--- config.mk ---
export PLATFORM = sky130hd
export DESIGN_NAME = serializador
export DESIGN_NICKNAME = d
export VERILOG_FILES = /design/src/rtl/serializador.sv
export SDC_FILE = /design/constraint.sdc
export NUM_CORES = 1
export LEC_CHECK = 0
export ABC_AREA = 1
export CORE_UTILIZATION = 55
export CTS_CLUSTER_SIZE = 12
export DETAILED_ROUTE_END_ITERATION = 8
export GPL_TIMING_DRIVEN = 1
export PLACE_DENSITY_LB_ADDON = 0.12
export SLEW_MARGIN = 20
export SYNTH_ARGS = -nofsm -noshare
export SYNTH_HDL_FRONTEND = slang
export SYNTH_SLANG_ARGS = --single-unit
--- constraint.sdc ---
create_clock -name clock_100KHz -period 2.6 [get_ports clock_100KHz]
set_input_delay 0.65 -clock clock_100KHz [delete_from_list [all_inputs] [get_ports clock_100KHz]]
set_output_delay 0.65 -clock clock_100KHz [all_outputs]
set_load 0.01 [all_outputs]
--- src/rtl/serializador.sv ---
// Parallel-to-serial transmitter: accepts one word over a valid/ack handshake
// and emits it one bit per clock, qualified by write_out, with an optional idle gap.
module serializador #(
  parameter int DATA_WIDTH = 8,
  parameter bit LSB_FIRST  = 1'b0,
  parameter int GAP_CYCLES = 1
) (
  input  logic                  clock_100KHz,
  input  logic                  reset,
  input  logic [DATA_WIDTH-1:0] data_in,
  input  logic                  data_valid_in,
  output logic                  ack_out,
  input  logic                  stall_in,
  output logic                  data_out,
  output logic                  write_out,
  output logic                  done_out,
  output logic                  status_out
);

  localparam int                CNT_W    = $clog2(DATA_WIDTH);
  localparam logic [CNT_W-1:0]  LAST_BIT = CNT_W'(DATA_WIDTH - 1);
  localparam bit                HAS_GAP  = (GAP_CYCLES > 0);
  localparam logic [3:0]        GAP_LOAD = HAS_GAP ? 4'(GAP_CYCLES - 1) : 4'd0;

  typedef enum logic [1:0] {
    IDLE  = 2'd0,
    SHIFT = 2'd1,
    GAP   = 2'd2
  } state_t;

  state_t                state;
  state_t                state_next;
  logic [DATA_WIDTH-1:0] shift_q;
  logic [DATA_WIDTH-1:0] shift_next;
  logic [CNT_W-1:0]      bit_cnt;
  logic [3:0]            gap_cnt;
  logic                  ack_q;
  logic                  accept;
  logic                  last_xfer;
  logic                  out_bit;

  assign out_bit    = LSB_FIRST ? shift_q[0] : shift_q[DATA_WIDTH-1];
  assign shift_next = LSB_FIRST ? {1'b0, shift_q[DATA_WIDTH-1:1]}
                                : {shift_q[DATA_WIDTH-2:0], 1'b0};

  // Leaving SHIFT (no gap) or GAP doubles as the IDLE sampling point, so a
  // source holding valid is accepted without losing a cycle between words.
  always_comb begin
    // NOTE: every output of this block gets a default first so no path through
    // the case statement leaves a signal unassigned and infers a latch.
    state_next = state;
    accept     = 1'b0;
    last_xfer  = 1'b0;
    data_out   = 1'b0;
    write_out  = 1'b0;
    done_out   = 1'b0;
    unique case (state)
      IDLE: begin
        if (data_valid_in) begin
          accept     = 1'b1;
          state_next = SHIFT;
        end
      end
      SHIFT: begin
        data_out  = out_bit;
        write_out = ~stall_in;
        last_xfer = ~stall_in && (bit_cnt == LAST_BIT);
        done_out  = last_xfer;
        if (last_xfer) begin
          if (HAS_GAP) begin
            state_next = GAP;
          end else if (data_valid_in) begin
            accept     = 1'b1;
            state_next = SHIFT;
          end else begin
            state_next = IDLE;
          end
        end
      end
      GAP: begin
        if (gap_cnt == 4'd0) begin
          if (data_valid_in) begin
            accept     = 1'b1;
            state_next = SHIFT;
          end else begin
            state_next = IDLE;
          end
        end
      end
      default: state_next = IDLE;
    endcase
  end

  assign status_out = (state != IDLE);
  assign ack_out    = ack_q;

  // NOTE: sequential state uses non-blocking assignments so every register
  // samples pre-edge values regardless of process evaluation order.
  always_ff @(posedge clock_100KHz or negedge reset) begin
    if (!reset) begin
      state <= IDLE;
    end else begin
      state <= state_next;
    end
  end

  // NOTE: the shift register is plain flops, not a memory, so it is cleared
  // on reset along with the counters; a dropped word leaves no residue.
  always_ff @(posedge clock_100KHz or negedge reset) begin
    if (!reset) begin
      shift_q <= '0;
      bit_cnt <= '0;
      gap_cnt <= '0;
      ack_q   <= 1'b0;
    end else begin
      ack_q <= accept;

      if (accept) begin
        shift_q <= data_in;
        bit_cnt <= '0;
      end else if (state == SHIFT && write_out) begin
        shift_q <= shift_next;
        bit_cnt <= last_xfer ? '0 : bit_cnt + 1'b1;
      end

      if (last_xfer) begin
        gap_cnt <= GAP_LOAD;
      end else if (state == GAP && gap_cnt != 4'd0) begin
        gap_cnt <= gap_cnt - 4'd1;
      end
    end
  end

endmodule

# Yosys cells after proc, flatten, opt, wreduce, memory -nomap -nowiden
# Cells that the tools add are included.
[word_totals] ff_bits=18 in_bits=12 output_inout_bits=5
[classes] n_addsub=2 eq_ne=6 muxes=18 bitwise_logic=1 reduce_logical=10
[ops] op="$mux 8" n=2
[ops] op="$mux 3" n=3
[ops] op="$mux 4" n=2
[ops] op="$mux 1" n=6
[ops] op="$mux 2" n=3
[ops] op="$ne 2x2->1 const B" n=3
[ops] op="$pmux 2 s3" n=1
[ops] op="$reduce_bool 2->1" n=3
[ops] op="$logic_not 4->1" n=1
[ops] op="$reduce_bool 4->1" n=1
[ops] op="$sub 4x1->4 const B" n=1
[ops] op="$add 3x1->3 const B" n=1
[ops] op="$eq 3x3->1 const B" n=1
[ops] op="$logic_and 1x1->1" n=3
[ops] op="$reduce_and 3->1" n=1
[ops] op="$eq 2x1->1 const B" n=1
[ops] op="$eq 2x2->1 const B" n=1
[ops] op="$logic_not 2->1" n=1
[ops] op="$pmux 1 s2" n=1
[ops] op="$not 1->1" n=1

# Longest topological paths before layout
[logic_depth] depth_word=6 depth_mapped=9 ltp_nobuf=8

# Worst setup path before layout
# No wires, ideal clock.
[synth_timing] path_kind="input to output" start="input port stall_in" end="output port done_out" t_arrival_ns=0.964 t_required_ns=1.950 path_slack_ns=0.986 cell_stages=3 n_path_buf=0 path_cell_list="nor2_4 -> nand2_2 -> inv_1"
[synth_via] elab_chain_cells=3
[synth_lines] item="start: declaration" line_no="13" source="input logic stall_in,"
[synth_lines] item="$not 1->1" line_no="67" source="last_xfer = ~stall_in && (bit_cnt == LAST_BIT);"
[synth_lines] item="$logic_and 1x1->1" line_no="67"
[synth_lines] item="$mux 1" line_no="57" source="unique case (state)"
[synth_lines] item="end: declaration" line_no="16" source="output logic done_out,"
# Every way passes these cells.

# Worst setup path in the final report
# Same ends and word-level chain as after synthesis.

==> impl_metrics.tcl <==
set metrics [dict create \
    fin_skew_ns 0.000904 \
    route.detailed.drc 0 \
    fin_util 0.764 \
    synthDominantCellAreaShare 0.456 \
    mostFrequentLayoutCells "nand2_1 (41), nand3_1 (19), inv_1 (18), dfrtp_1 (18), clkdlybuf4s50_1 (16)" \
    drt_wl_total_um 1860 \
    critPathArrivalTime_ns 1.91 \
    crit_path_frequent_cell "clkdlybuf4s50_1" \
    finalCritPeriodShare 0.984 \
    grt.overflow.total 0 \
    n_antenna_cell 0 \
    p_per_area_nw_per_um2 838 \
    crit_required_ns 1.95 \
    wire_per_inst_um 10.8 \
    dp_cells 167 \
    pre_cts_ws_ns 0.0174 \
    seq_area_frac_synth 0.456 \
    grt_pass1_wl_um 3210 \
    setup.worst_path.class "input pin to output pin" \
    worstPathCellList "clkdlybuf4s50_1 > nor2_4 > nand2_2 > inv_1 > clkdlybuf4s50_1" \
    yosys_register_bits 18 \
    syn_avg_cell_area_um2 7.83 \
    placed_area_um2 1170 \
    worst_slew_pin_slew_ns 0.338 \
    synth_cell_type_count 17 \
    cts.clk_slew.worst_paths_ns 0.10 \
    max_stage_delay_ns 0.52 \
    start_util 0.619 \
    viasPerCell 4.78 \
    ys_top_cells_by_area "dfrtp_1 (46%), nand2_1 (16%), nand3_1 (9.6%)" \
    rsz0062_at_grt "no" \
    dr_total_vias 822 \
    drv_cap 0 \
    finalCriticalPeriod_ns 2.56 \
    finalHoldViolations 0 \
    fin_ws_ns 0.0403 \
    grt_usage 0.231 \
    synth_area_um2 987 \
    die_w_um 44.4 \
    tritoncts "yes" \
    area_delta_synth_final_pct 23.3 \
    grt_pass1_vias 763 \
    min_path_type "flop to flop" \
    critPathTopFamily "buffers and inverters" \
    cp-start-kind "input pin" \
    setup_tns_ns 0 \
    place.gp.congestion 0.903 \
    layout.cells.non_filler 172 \
    clock_path_buffers 2 \
    core-area_um2 1590 \
    insertion_delay_ns 0.30 \
    drt-initial-drc-count 16 \
    cts_root_buffer "clkbuf_4" \
    port_buffers 16 \
    netlist_instances 126 \
    critPathMaxFanout 4 \
    htreeDepth 1 \
    synth_top_area_cell "dfrtp_1" \
    dieArea_um2 1970 \
    die_h_um 44.4 \
    end_kind "output pin" \
    fmax_ghz 0.391 \
    rows 14 \
    crit_buf_inv 3 \
    crit_slowest_cell "clkdlybuf4s50_1" \
    setup_viol 0 \
    drive_gt1_frac 0.135 \
    drt_pre_antenna_iters 4 \
    ant_nets 0 \
    final_common_cell "nand2_1" \
    io_pins 17 \
    grt_max_degree 19 \
    cts_resized 0 \
    numClockSinks 18 \
    hpwl_um 1340 \
    yosys_warnings 0 \
    synth_nets 142 \
    drv_slew 0 \
    outcome "completed" \
    fin_nets 165 \
    cts_buffers 3 \
    design_area_um2 1220 \
    ir_drop_mv 0.625 \
    antenna_found_initial 0 \
    slew_headroom 0.775 \
    p_leak_nw 0.681 \
]
-- routing by layer --
metal,wire (um),track usage,up-vias
met3,91,0.0490,5
met4,39,0.109,0
met5,0,0,-
met2,878,0.362,29
li1,-,-,429
met1,845,0.308,359
-- registers in the layout, indices dropped and copies added, names as in the netlist --
| signal | cells |
|---|---|
| ack_out | 1 |
| bit_cnt | 3 |
| gap_cnt | 4 |
| state | 2 |
| shift_q | 8 |
-- cell type report --
class	instances	area, um^2
Sequential cell	18	450
Multi-Input combinational cell	85	428
Fill cell	128	377
Timing Repair Buffer	21	198
Inverter	20	75.1
Clock buffer	4	36.3
Tap cell	24	30.0
-- worst paths after layout --
| kind | from | to | slack, ns | depth (start not counted) |
|---|---|---|---|---|
| worst max-delay path | stall_in | done_out | 0.04 | 5 |
| worst min register to register | bit_cnt[0] | bit_cnt[0] | 0.50 | 1 |
| worst min-delay path | bit_cnt[0] | bit_cnt[0] | 0.50 | 1 |
| worst max register to register | state[1] | bit_cnt[2] | 1.19 | 10 |
| max in group asynchronous | reset | gap_cnt[1] | 1.75 | 2 |
| min in group asynchronous | reset | state[0] | 0.66 | 2 |
-- timing repair --
action | in CTS | in global routing
endpoints found under the setup margin | 0 | 1
buffers inserted | 0 | 1
hold buffers | 0 | 0
-- per-stage QoR --
step	hold slack, ns	total power, mW
2_1_floorplan	0.354	0.726
3_3_place_gp	0.467	0.824
3_5_place_dp	0.481	0.845
4_1_cts	0.499	1.02
5_1_grt	0.544	1.12
6_report	0.497	1.02
-- cell families after synthesis --
group / Yosys count / synth area share
flops: 18 / 0.456
simple gates: 76 / 0.354
xor+xnor: 1 / 0.00887
compound gates: 4 / 0.0203
fa+ha+maj: 4 / 0.0507
buf+inv: 23 / 0.110
-- worst register-to-register path, cell delays in order, from the launching register on --
cell and delay, ns:
dfrtp_1 0.43, inv_2 0.09, nand2_2 0.08, nor2_4 0.16, buf_4 0.13, buf_4 0.13
inv_2 0.10, nand2_1 0.07, nand2_1 0.05, nand2_1 0.05, inv_1 0.04
-- report_power, final --
part | leakage, nW | switching (mW) | total, mW | internal [mW]
Combinational | 0.429 | 0.226 | 0.411 | 0.185
Clock | 0.0210 | 0.0915 | 0.177 | 0.0856
Sequential | 0.231 | 0.0567 | 0.433 | 0.376
Total | 0.681 | 0.374 | 1.02 | 0.647
-- Yosys cell counts (all sizes together) --
master / n
ha: 4
dfrtp: 18
buf: 3
nand2: 47
nand3b: 2
or2: 1
nor2: 7
nand3: 19
o21ai: 4
inv: 20
xor2: 1
Note: power is estimated with default switching activity, not from simulation.
